$ cat src/rtl/dpll_pkg.sv
// ----------------------------------------------------------------------------
// dpll_pkg
// Shared types and helpers for the DPLL blocks.
//   idc_state_t : ID counter state (normal run / one-cycle high-phase stretch)
//   idc_cnt_w() : width of the ID counter phase register for a given half period
// ----------------------------------------------------------------------------
package dpll_pkg;

    typedef enum logic {
        IDC_RUN     = 1'b0,
        IDC_STRETCH = 1'b1
    } idc_state_t;

    // Phase counter runs 0..2*H-1.
    function automatic int idc_cnt_w(input int half_period);
        return $clog2(2 * half_period);
    endfunction

endpackage

$ cat src/rtl/dpll_id_counter_if.sv
// ----------------------------------------------------------------------------
// dpll_id_counter_if
// Request/response bundle between the loop filter and the ID counter.
//   inc, dec : loop filter -> counter, advance / retard requests
//   freeze   : loop filter -> counter, holdover (only with DPLL_IDC_FREEZE_EN)
//   id_out   : counter -> divider, ID clock
//   pend_o   : counter -> observer, signed corrections not yet applied
//   drop_o   : counter -> observer, request discarded on saturation
// Modports: master = loop filter side, slave = ID counter side.
// ----------------------------------------------------------------------------
interface dpll_id_counter_if #(
    parameter int PEND_W = 4
);
    logic              inc;
    logic              dec;
    logic              id_out;
    logic [PEND_W-1:0] pend_o;
    logic              drop_o;
`ifdef DPLL_IDC_FREEZE_EN
    logic              freeze;

    modport master (output inc, dec, freeze, input  id_out, pend_o, drop_o);
    modport slave  (input  inc, dec, freeze, output id_out, pend_o, drop_o);
`else
    modport master (output inc, dec, input  id_out, pend_o, drop_o);
    modport slave  (input  inc, dec, output id_out, pend_o, drop_o);
`endif
endinterface

$ cat src/rtl/dpll_pend_acc.sv
// ----------------------------------------------------------------------------
// dpll_pend_acc
// Signed saturating accumulator of corrections waiting to be applied.
//   clk_in, rst_n   : clock, async active-low reset
//   i_inc, i_dec    : new advance / retard request this cycle
//   i_consume_up    : one pending advance is applied this cycle (pend -= 1)
//   i_consume_dn    : one pending retard is applied this cycle (pend += 1)
//   i_clear         : zero the accumulator on the next edge
//   o_pend          : signed pending count, limited to +/-(2**(PEND_W-1)-1)
//   o_drop          : registered pulse, a request was discarded
// ----------------------------------------------------------------------------
module dpll_pend_acc #(
    parameter int PEND_W = 4
) (
    input  logic                     clk_in,
    input  logic                     rst_n,
    input  logic                     i_inc,
    input  logic                     i_dec,
    input  logic                     i_consume_up,
    input  logic                     i_consume_dn,
    input  logic                     i_clear,
    output logic signed [PEND_W-1:0] o_pend,
    output logic                     o_drop
);
    localparam logic signed [PEND_W:0] PMAX = (PEND_W+1)'(2**(PEND_W-1) - 1);

    logic signed [PEND_W-1:0] r_pend;
    logic                     r_drop;
    logic        [PEND_W:0]   w_adj;
    logic signed [PEND_W:0]   w_net;
    logic                     w_ovf;

    // One extra bit holds pend +/- 1 without wrapping. Consumption always moves
    // pend toward zero, so an overflow can only occur when nothing was consumed;
    // holding pend on overflow therefore never loses an applied correction.
    always_comb begin
        w_adj = (PEND_W+1)'(i_inc) - (PEND_W+1)'(i_dec)
              - (PEND_W+1)'(i_consume_up) + (PEND_W+1)'(i_consume_dn);
        w_net = $signed({r_pend[PEND_W-1], r_pend} + w_adj);
        w_ovf = (w_net > PMAX) || (w_net < -PMAX);
    end

    always_ff @(posedge clk_in or negedge rst_n) begin
        if (!rst_n) begin
            r_pend <= '0;
            r_drop <= 1'b0;
        end else if (i_clear) begin
            r_pend <= '0;
            r_drop <= 1'b0;
        end else if (w_ovf) begin
            r_drop <= 1'b1;
        end else begin
            r_pend <= w_net[PEND_W-1:0];
            r_drop <= 1'b0;
        end
    end

    assign o_pend = r_pend;
    assign o_drop = r_drop;
endmodule

$ cat src/rtl/dpll_id_counter.sv
// ----------------------------------------------------------------------------
// dpll_id_counter
// DPLL increment/decrement counter. Produces id_out, a clk_in/(2*HALF_PERIOD)
// square wave; each accepted inc advances it by one clk_in period, each dec
// retards it by one. At most one correction is applied per id_out period, at
// the wrap point: an advance drops cnt value 0 (short low phase), a retard
// repeats cnt value 2H-1 (long high phase), so the high phase is never shortened.
//   clk_in : clock
//   rst_n  : async active-low reset
//   bus    : dpll_id_counter_if.slave (inc, dec, [freeze], id_out, pend_o, drop_o)
// Optional feature: DPLL_IDC_FREEZE_EN adds bus.freeze (holdover: requests
// ignored, pending cleared, nominal period; a stretch in progress completes).
// ----------------------------------------------------------------------------
module dpll_id_counter
    import dpll_pkg::*;
#(
    parameter int HALF_PERIOD = 2,
    parameter int PEND_W      = 4
) (
    input  logic                  clk_in,
    input  logic                  rst_n,
    dpll_id_counter_if.slave      bus
);
    localparam int            CW   = idc_cnt_w(HALF_PERIOD);
    localparam logic [CW-1:0] LAST = CW'(2*HALF_PERIOD - 1);
    localparam logic [CW-1:0] HALF = CW'(HALF_PERIOD);

    idc_state_t               r_state, w_state_nxt;
    logic [CW-1:0]            r_cnt, w_cnt_nxt;
    logic                     r_id;
    logic                     w_id_nxt;
    logic                     w_freeze;
    logic                     w_wrap;
    logic                     w_pend_pos, w_pend_neg;
    logic                     w_consume_up, w_consume_dn;
    logic signed [PEND_W-1:0] w_pend;
    logic                     w_drop;

`ifdef DPLL_IDC_FREEZE_EN
    assign w_freeze = bus.freeze;
`else
    assign w_freeze = 1'b0;
`endif

    assign w_pend_neg = w_pend[PEND_W-1];
    assign w_pend_pos = !w_pend[PEND_W-1] && (w_pend != '0);
    assign w_wrap     = (r_state == IDC_RUN) && (r_cnt == LAST);

    // State register
    always_ff @(posedge clk_in or negedge rst_n) begin
        if (!rst_n) begin
            r_state <= IDC_RUN;
            r_cnt   <= '0;
            r_id    <= 1'b0;
        end else begin
            r_state <= w_state_nxt;
            r_cnt   <= w_cnt_nxt;
            r_id    <= w_id_nxt;
        end
    end

    // Next state; in holdover the wrap behaves as if nothing were pending
    always_comb begin
        w_state_nxt = r_state;
        w_cnt_nxt   = r_cnt + CW'(1);
        case (r_state)
            IDC_RUN: begin
                if (r_cnt == LAST) begin
                    if (!w_freeze && w_pend_pos) begin
                        w_cnt_nxt = CW'(1);
                    end else if (!w_freeze && w_pend_neg) begin
                        w_cnt_nxt   = LAST;
                        w_state_nxt = IDC_STRETCH;
                    end else begin
                        w_cnt_nxt = '0;
                    end
                end
            end
            IDC_STRETCH: begin
                w_cnt_nxt   = '0;
                w_state_nxt = IDC_RUN;
            end
            default: begin
                w_cnt_nxt   = '0;
                w_state_nxt = IDC_RUN;
            end
        endcase
    end

    // Outputs: correction consumption and registered id_out source
    always_comb begin
        w_consume_up = w_wrap && !w_freeze && w_pend_pos;
        w_consume_dn = w_wrap && !w_freeze && w_pend_neg;
        w_id_nxt     = (w_cnt_nxt >= HALF);
    end

    dpll_pend_acc #(.PEND_W(PEND_W)) u_pend_acc (
        .clk_in       (clk_in),
        .rst_n        (rst_n),
        .i_inc        (bus.inc && !w_freeze),
        .i_dec        (bus.dec && !w_freeze),
        .i_consume_up (w_consume_up),
        .i_consume_dn (w_consume_dn),
        .i_clear      (w_freeze),
        .o_pend       (w_pend),
        .o_drop       (w_drop)
    );

    assign bus.id_out = r_id;
    assign bus.pend_o = w_pend;
    assign bus.drop_o = w_drop;
endmodule

$ cat src/flat_wrapper.sv
// flat-port wrapper written by rule: the top's interface ports become plain ports
module dpll_id_counter_flat import dpll_pkg::*;
#(
    parameter int HALF_PERIOD = 2,
    parameter int PEND_W      = 4
)
  (clk_in, rst_n, bus_inc, bus_dec, bus_id_out, bus_pend_o, bus_drop_o);
  dpll_id_counter_if #(.PEND_W(PEND_W)) bus_i ();
  input  logic clk_in;
  input  logic rst_n;
  input wire logic [$bits(bus_i.inc)-1:0] bus_inc;
  input wire logic [$bits(bus_i.dec)-1:0] bus_dec;
  output wire logic [$bits(bus_i.id_out)-1:0] bus_id_out;
  output wire logic [$bits(bus_i.pend_o)-1:0] bus_pend_o;
  output wire logic [$bits(bus_i.drop_o)-1:0] bus_drop_o;
  assign bus_i.inc = bus_inc;
  assign bus_i.dec = bus_dec;
  assign bus_id_out = bus_i.id_out;
  assign bus_pend_o = bus_i.pend_o;
  assign bus_drop_o = bus_i.drop_o;
  dpll_id_counter #(.HALF_PERIOD(HALF_PERIOD), .PEND_W(PEND_W)) u_core (.clk_in(clk_in), .rst_n(rst_n), .bus(bus_i));
endmodule
$ cat config.mk
export PLATFORM = sky130hd
export DESIGN_NAME = dpll_id_counter_flat
export DESIGN_NICKNAME = d
export VERILOG_FILES = /design/src/rtl/dpll_pkg.sv /design/src/rtl/dpll_id_counter_if.sv /design/src/rtl/dpll_pend_acc.sv /design/src/rtl/dpll_id_counter.sv /design/src/flat_wrapper.sv
export SDC_FILE = /design/constraint.sdc
export NUM_CORES = 1
export LEC_CHECK = 0
export CORE_UTILIZATION = 35
export DETAILED_ROUTE_END_ITERATION = 6
export PLACE_DENSITY_LB_ADDON = 0.1
export SYNTH_ARGS = -nofsm -noshare
export SYNTH_HDL_FRONTEND = slang
export SYNTH_SLANG_ARGS = --single-unit
$ cat constraint.sdc
create_clock -name clk_in -period 8.95 [get_ports clk_in]
set_clock_uncertainty 0.15 [all_clocks]
set_input_delay 1.79 -clock clk_in [delete_from_list [all_inputs] [get_ports clk_in]]
set_output_delay 1.79 -clock clk_in [all_outputs]
set_load 0.03 [all_outputs]
==> impl_metrics.yaml, run 1 <==
global_routing:
  gr-usage-all-layers_pct: 13.92
  overflow: 0
  grt_pass1_wl_um: 1938
  grt_pass1_vias: 448
  antenna_found_initial: 0
  grt_max_degree: 9
critical_path:
  setup.worst_path.class: "in -> reg"
  cp_cell_sequence: "clkdlybuf4s50_1 -> inv_1 -> ha_1 -> fa_1 -> fa_1 -> nand2b_1 -> a21oi_4 -> xnor2_2 -> or2_4 -> a32o_1"
  crit_slowest_cell: "fa_1"
  critPathMaxFanout: 8
  cp_common_cell: "fa_1"
  cp_data_required_time_ns: 8.92
  cp_num_buf_inv: 2
  slowest_delay_ns: 0.48
  cp_data_arrival_time_ns: 4.52
  crit_family: "adder cells"
  startpoint_type: "input pin"
  endpoint_kind: "flip-flop"
logic_synthesis:
  ys_seq_area_share_pct: 30.59
  synth_cell_types: 27
  syn_nets: 79
  netlist_area_um2: 654.4
  synth-seq-cells: 8
  syn_inst: 64
  synth.avg_cell_area_um2: 10.22
  yosysWarnings: 0
finish:
  final_cell_mix: "inv_1, ha_1, clkdlybuf4s50_1, dfrtp_1"
  antenna_cells: 0
  layout_commonest_cell: "inv_1"
  drive_above_1_share_pct: 13.16
  layout.nets: 93
  area_growth_syn_to_layout_pct: 21.99
routing:
  vias: 481
  ant_nets: 0
  vias_per_cell: 4.762
  drt_iter0_markers: 2
  drt_first_pass_iters: 3
  routed_wl_um: 1164
  drcViolationCount: 0
  wl_per_cell_um: 11.52
timing:
  tns_ns: 0
  slew_viol_final: 0
  period_needed_ns: 4.545
  fmax_mhz: 220.0
  hold_violations: 0
  max-slew-margin-rel_pct: 71.46
  rsz0062_at_grt: "false"
  tightest_slew_ns: 0.4259
  period_share_pct: 50.78
  setup_viol: 0
floorplanning:
  die_h_um: 45.24
  rows: 15
  fp.dieW_um: 45.24
  start_util_pct: 37.49
  die_area_um2: 2047
  ioPinCount: 10
  core_area_um2: 1745
clock_network:
  cts_root_buf: "clkbuf_4"
  htreeDepth: 1
  cts_buffer_depth: 2
  post_cts_resized: 0
  clock_latency_ns: 0.25
  holdBufCountCts: 0
  post_cts_buffers: 0
  cts.sinks: 8
  cts_tree: "built"
  cts_made_buffers: 3
  clk_pin_slew_worst_paths_ns: 0.06
outcome:
  status: "completed"
placed_design:
  dp_hpwl_um: 941.2
  io_buffers: 9
  gp_congestion: 0.6976
min_path:
  hold_path.class: "reg -> reg"
flow_run:
  max_cap_viol_count: 0
registers in the layout (all words and copies together), names as in the netlist:
signal,cells
u_core.r_cnt,2
u_core.u_pend_acc.o_drop,1
u_core.r_state,1
u_core.u_pend_acc.o_pend,4
Yosys cell counts:
cell / count / share of area [%]
a22o_2: 1 / 1.5
nor2b_1: 1 / 0.96
xor2_1: 1 / 1.3
a21oi_1: 1 / 0.76
nor2_1: 3 / 1.7
dfrtp_1: 8 / 31
o21ai_2: 1 / 1.3
fa_1: 2 / 6.1
and3b_1: 1 / 1.3
inv_1: 15 / 8.6
a32o_1: 3 / 4.6
a21o_2: 1 / 1.3
or2_4: 1 / 1.3
nor4b_1: 1 / 1.3
and2_1: 1 / 0.96
mux2i_1: 1 / 1.5
a21oi_4: 1 / 2.5
xnor2_1: 1 / 1.3
ha_1: 9 / 17
o211ai_1: 3 / 3.4
xnor2_2: 1 / 2.5
nand3_1: 2 / 1.5
a211oi_1: 1 / 1.1
xor2_2: 1 / 2.5
nand2_1: 1 / 0.57
nor4_1: 1 / 0.96
nand2b_1: 1 / 0.96
kinds of logic (layout without fill, tap and decap cells):
| group | after synthesis | in the layout | synth area share [%] |
|---|---|---|---|
| fa+ha+maj | 11 | 11 | 23.33 |
| buf+inv | 15 | 27 | 8.604 |
| xor+xnor | 4 | 4 | 7.650 |
| mux | 1 | 1 | 1.530 |
| simple gates | 13 | 13 | 11.67 |
| flops | 8 | 8 | 30.59 |
| compound gates | 12 | 12 | 16.64 |
metal layers:
layer / vias to the layer above / wire length, µm / global-route usage [%]
met5: - / 0 / 0
met4: 0 / 0 / 0
met3: 0 / 57 / 7.200
met2: 11 / 515 / 21.16
met1: 224 / 591 / 18.77
li1: 246 / - / -
worst paths after layout:
path                                                          from                                       to  slack (ns)  cells past startpoint
setup / recovery                                           bus_inc  u_core.u_pend_acc.o_pend[1]$_DFFE_PN0N_        4.41                     10
hold / removal                            u_core.r_state$_DFF_PN0_                u_core.r_cnt[1]$_DFF_PN0_        0.34                      1
setup reg to reg           u_core.u_pend_acc.o_pend[2]$_DFFE_PN0N_  u_core.u_pend_acc.o_pend[1]$_DFFE_PN0N_        5.58                     10
hold reg to reg                           u_core.r_state$_DFF_PN0_                u_core.r_cnt[1]$_DFF_PN0_        0.34                      1
max in group asynchronous                                    rst_n  u_core.u_pend_acc.o_pend[0]$_DFFE_PN0N_        6.72                      1
min in group asynchronous                                    rst_n                u_core.r_cnt[0]$_DFF_PN0_        1.66                      1
through the flow:
step | setup WS, ns | utilization, % | area [µm²] | instances | hold slack [ns]
final | 4.405 | 45.73 | 798.3 | 101 | 0.3365
after global routing | 4.296 | 45.73 | 798.3 | 101 | 0.3627
after CTS | 4.401 | 45.73 | 798.3 | 101 | 0.3377
after detailed placement | 4.122 | 44.44 | 775.7 | 98 | 0.3298
after global placement | 4.146 | 44.44 | 775.7 | 98 | 0.3314
after floorplan | 4.757 | - | 654.4 | 64 | 0.2920
final cells by class:
class                      count  area [µm²]
sequential                     8       200.2
tap                           25       31.28
inverter                      15       56.30
clock buffer                   3       22.52
timing repair buffer           9       90.09
fill                         185       947.2
multi-input combinational     41       397.9
worst reg2reg max path: cells and delay by family, from the launching register on:
kind	cells	cell delay (ns)
AOI/OAI and AO/OA	2	0.41
xor gates and xnor gates	1	0.16
adders and majority gates	3	1.16
DFF	1	0.41
and+or+nand+nor	4	0.97
Power of run 1 is left out: the tool's default activity adds up to more than one toggle a clock period on the data nets, which glitch-free logic cannot reach.
==> inputs of run 2 (changes only) <==
Clock period 8.95 ns to 4.5 ns, I/O delays scaled along.
==> impl_metrics.yaml, run 2 (synthesis gave the netlist of run 1 again) <==
clock_network:
  cts_made_buffers: 3
  cts.sinks: 8
  clk_pin_slew_worst_paths_ns: 0.06
  cts_buffer_depth: 2
  holdBufCountCts: 0
  clock_latency_ns: 0.25
  cts_root_buf: "clkbuf_4"
  cts_tree: "built"
  post_cts_buffers: 0
  htreeDepth: 1
  post_cts_resized: 0
timing:
  period_needed_ns: 3.615
  whs_ns: 0.3462
  fmax_mhz: 276.6
  rsz0062_at_grt: "false"
  tns_ns: 0
  setup_viol: 0
  slew_viol_final: 0
  max-slew-margin-rel_pct: 74.48
  period_share_pct: 80.34
  tightest_slew_ns: 0.3809
  hold_violations: 0
critical_path:
  critPathMaxFanout: 8
  cp_data_arrival_time_ns: 3.60
  cp_data_required_time_ns: 4.48
  startpoint_type: "input pin"
  endpoint_kind: "flip-flop"
  critPathLaunch: "bus_inc"
  setup.worst_path.class: "in -> reg"
  r2r-start: "u_core.u_pend_acc.o_pend[2]$_DFFE_PN0N_"
finish:
  layout_commonest_cell: "inv_1"
  largest_reg_flops: 4
  final_cell_mix: "inv_1, ha_1, clkdlybuf4s50_1, dfrtp_1"
  drive_above_1_share_pct: 13.16
  antenna_cells: 0
  fillers: 179
  area_growth_syn_to_layout_pct: 21.99
  finalInstanceArea_um2: 798.3
  final-instance-count-excl-fill: 101
  layout.nets: 93
floorplanning:
  ioPinCount: 10
  die_h_um: 45.24
  start_util_pct: 37.49
  die_area_um2: 2047
  fp.dieW_um: 45.24
  rows: 15
  core_area_um2: 1745
placed_design:
  placed_area_um2: 775.7
  io_buffers: 9
  gp_congestion: 0.7099
  place_inst: 98
  dp_hpwl_um: 917.1
global_routing:
  antenna_found_initial: 0
  grt_pass1_vias: 502
  overflow: 0
  use_met1_pct: 18.05
  grt_max_degree: 9
  met2_usage_pct: 21.45
  gr-usage-all-layers_pct: 13.74
  grt_pass1_wl_um: 1973
  grt_use_met3_pct: 7.200
  grt_busiest_layer: "met2"
routing:
  drt_iter0_markers: 5
  wl_per_cell_um: 11.37
  routed_wl_um: 1148
  vias: 491
  drt_first_pass_iters: 3
  vias_per_cell: 4.861
  drcViolationCount: 0
  ant_nets: 0
min_path:
  hp-start: "u_core.r_state$_DFF_PN0_"
  hold_path.class: "reg -> reg"
outcome:
  status: "completed"
flow_run:
  max_cap_viol_count: 0
==> run 2: cell counts in the layout (fill, tap and decap cells not counted) <==
Identical to the previous run, type by type.
==> run 2: final cells by class <==
type	instances	area [µm²]	area share, %
clock buffer	3	22.52	2.821
inverter	15	56.30	7.053
timing repair buffer	9	90.09	11.29
tap	25	31.28	3.918
multi-input combinational	41	397.9	49.84
sequential	8	200.2	25.08
==> run 2: per-stage QoR <==
stage	setup WS [ns]	utilization [%]
floorplan	1.137	-
global placement	0.6308	44.44
detailed placement	0.5953	44.44
CTS	0.8651	45.73
global route	0.7962	45.73
finish	0.8846	45.73
==> run 2: worst paths after layout <==
check | to | slack (ns) | depth (start not counted)
max | u_core.u_pend_acc.o_pend[1]$_DFFE_PN0N_ | 0.88 | 10
min | u_core.r_cnt[1]$_DFF_PN0_ | 0.35 | 1
max reg2reg | u_core.u_pend_acc.o_pend[1]$_DFFE_PN0N_ | 1.16 | 10
min reg2reg | u_core.r_cnt[1]$_DFF_PN0_ | 0.35 | 1
max in group asynchronous | u_core.u_pend_acc.o_pend[2]$_DFFE_PN0N_ | 3.18 | 1
min in group asynchronous | u_core.r_state$_DFF_PN0_ | 0.76 | 1
==> run 2: critical path: stages <==
cell and delay, ns:
clkdlybuf4s50_1 0.46, inv_1 0.04, ha_1 0.29, fa_1 0.48
fa_1 0.41, nand2b_1 0.19, a21oi_4 0.15, xnor2_2 0.14
or2_4 0.29, a32o_1 0.25
==> run 2: layer usage <==
layer | vias up | share of wire (%) | wire [µm]
met4 | 0 | 0 | 0
met1 | 233 | 50 | 570
li1 | 247 | - | -
met2 | 11 | 45 | 518
met3 | 0 | 5.2 | 60
met5 | - | 0 | 0
Power of run 2 is left out for the same reason.
==> inputs of run 3 (changes only) <==
Clock period 4.5 ns to 3.2 ns, I/O delays scaled along.
==> impl_metrics.yaml, run 3 (synthesis gave the netlist of run 1 again) <==
finish:
  final-instance-count-excl-fill: 121
  seqCellArea_um2: 205.2
  final_cell_mix: "buf_4, inv_1, clkdlybuf4s50_1, ha_1"
  final_util_pct: 59.21
  layout.nets: 113
  area_growth_syn_to_layout_pct: 57.93
  antenna_cells: 0
  drive_above_1_share_pct: 43.75
  largest_reg_flops: 4
  multiInputGateArea_um2: 475.5
  fillers: 153
  layout_commonest_cell: "buf_4"
  finalInstanceArea_um2: 1033
clock_network:
  cts_buffer_depth: 2
  cts_made_buffers: 3
  clk_pin_slew_worst_paths_ns: 0.05
  cts.sinks: 8
  clock_latency_ns: 0.25
  cts_tree: "built"
  htreeDepth: 1
  cts_root_buf: "clkbuf_4"
critical_path:
  r2r-start: "u_core.r_cnt[1]$_DFF_PN0_"
  rr_worst_depth: 10
  endpoint_kind: "flip-flop"
  cp_common_cell: "fa_2"
  crit_family: "adder cells"
  cp_num_buf_inv: 2
  reg2reg_to: "u_core.u_pend_acc.o_pend[2]$_DFFE_PN0N_"
  r2r_slack_ns: 0.13
  cp_data_required_time_ns: 3.18
  startpoint_type: "input pin"
  cp_data_arrival_time_ns: 3.09
  setup.worst_path.class: "in -> reg"
  slowest_delay_ns: 0.45
  crit_slowest_cell: "clkdlybuf4s50_1"
  critPathMaxFanout: 7
  cp_cell_sequence: "clkdlybuf4s50_1 -> inv_1 -> ha_4 -> fa_2 -> fa_2 -> nand2b_4 -> a21oi_4 -> xnor2_4 -> or2_4 -> a32o_2"
routing:
  drt_first_pass_iters: 4
  wl_per_cell_um: 10.51
  vias: 560
  drt_iter0_markers: 4
  routed_wl_um: 1272
  ant_nets: 0
  drcViolationCount: 0
  vias_per_cell: 4.628
floorplanning:
  die_area_um2: 2047
  start_util_pct: 37.49
  ioPinCount: 10
  core_area_um2: 1745
  die_h_um: 45.24
  rows: 15
  fp.dieW_um: 45.24
global_routing:
  grt_pass1_vias: 533
  gr-usage-all-layers_pct: 16.32
  grt_pass1_wl_um: 2270
  grt_max_degree: 9
  overflow: 0
  antenna_found_initial: 0
min_path:
  holdPathStages: 1
  hold_path.class: "reg -> reg"
  hold_end: "u_core.r_cnt[1]$_DFF_PN0_"
  hp-start: "u_core.r_state$_DFF_PN0_"
placed_design:
  place_inst: 115
  dpl_worst_slack_ns: -0.3434
  placed_area_um2: 929.6
  io_buffers: 9
  dp_hpwl_um: 1054
  gp_congestion: 0.7129
timing:
  period_share_pct: 97.12
  slew_viol_final: 0
  setup_viol: 0
  tightest_slew_ns: 0.3591
  max-slew-margin-rel_pct: 75.98
  period_needed_ns: 3.108
  fmax_mhz: 321.8
  hold_violations: 0
  setup_slack_ns: 0.09212
flow_run:
  max_cap_viol_count: 0
outcome:
  status: "completed"
==> run 3: worst max path at each step <==
stage | from | to | slack, ns | depth (start not counted)
3_5_place_dp | bus_inc | u_core.u_pend_acc.o_pend[2]$_DFFE_PN0N_ | -0.34 | 10
6_report | bus_inc | u_core.u_pend_acc.o_pend[2]$_DFFE_PN0N_ | 0.09 | 10
3_3_place_gp | bus_inc | u_core.u_pend_acc.o_pend[2]$_DFFE_PN0N_ | -0.30 | 10
5_1_grt | u_core.r_cnt[1]$_DFF_PN0_ | u_core.u_pend_acc.o_pend[2]$_DFFE_PN0N_ | -0.0009 | 10
4_1_cts | u_core.u_pend_acc.o_pend[3]$_DFFE_PN0N_ | u_core.u_pend_acc.o_pend[2]$_DFFE_PN0N_ | 0.01 | 10
2_1_floorplan | u_core.u_pend_acc.o_pend[3]$_DFFE_PN0N_ | u_core.u_pend_acc.o_pend[2]$_DFFE_PN0N_ | 0.01 | 10
==> run 3: repair_timing <==
item                                    in CTS  in global routing
hold buffers                                 0                  0
endpoints found under the setup margin       3                  5
setup buffers                                1                  2
resized for setup                            3                  6
pin swaps                                    2                  8
endpoints found under the hold margin        0                  0
==> run 3: per-layer routing <==
| metal | vias to the layer above | global-route usage, % | share of wire [%] |
|---|---|---|---|
| met2 | 9 | 23.77 | 49 |
| met1 | 266 | 22.25 | 48 |
| met3 | 0 | 6.000 | 3.5 |
| met4 | 0 | 5.455 | 0 |
| met5 | - | 0 | 0 |
| li1 | 285 | - | - |
==> run 3: worst register-to-register path, delay by kind of cell (launching register included) <==
kind                     cells  cell delay (ns)
adder cells (fa/ha/maj)      4             1.15
AO/OA/AOI/OAI                2             0.43
flip-flops                   1             0.38
XOR/XNOR                     1             0.13
AND/OR/NAND/NOR              3             0.69
==> run 3: cell type report <==
| cell class | count | area share, % |
|---|---|---|
| tap | 25 | 3.027 |
| inverter | 15 | 5.448 |
| clock buffer | 3 | 2.179 |
| timing repair buffer | 29 | 23.49 |
| multi-input combinational | 41 | 46.00 |
| sequential | 8 | 19.85 |
==> run 3: metrics by stage <==
step / hold slack, ns / setup TNS, ns
after floorplan: 0.1944 / 0
after global placement: 0.3240 / -1.278
after detailed placement: 0.3147 / -1.496
after CTS: 0.3262 / 0
after global routing: 0.3522 / -0.0008540
final: 0.3247 / 0
Power of run 3 is left out for the same reason.
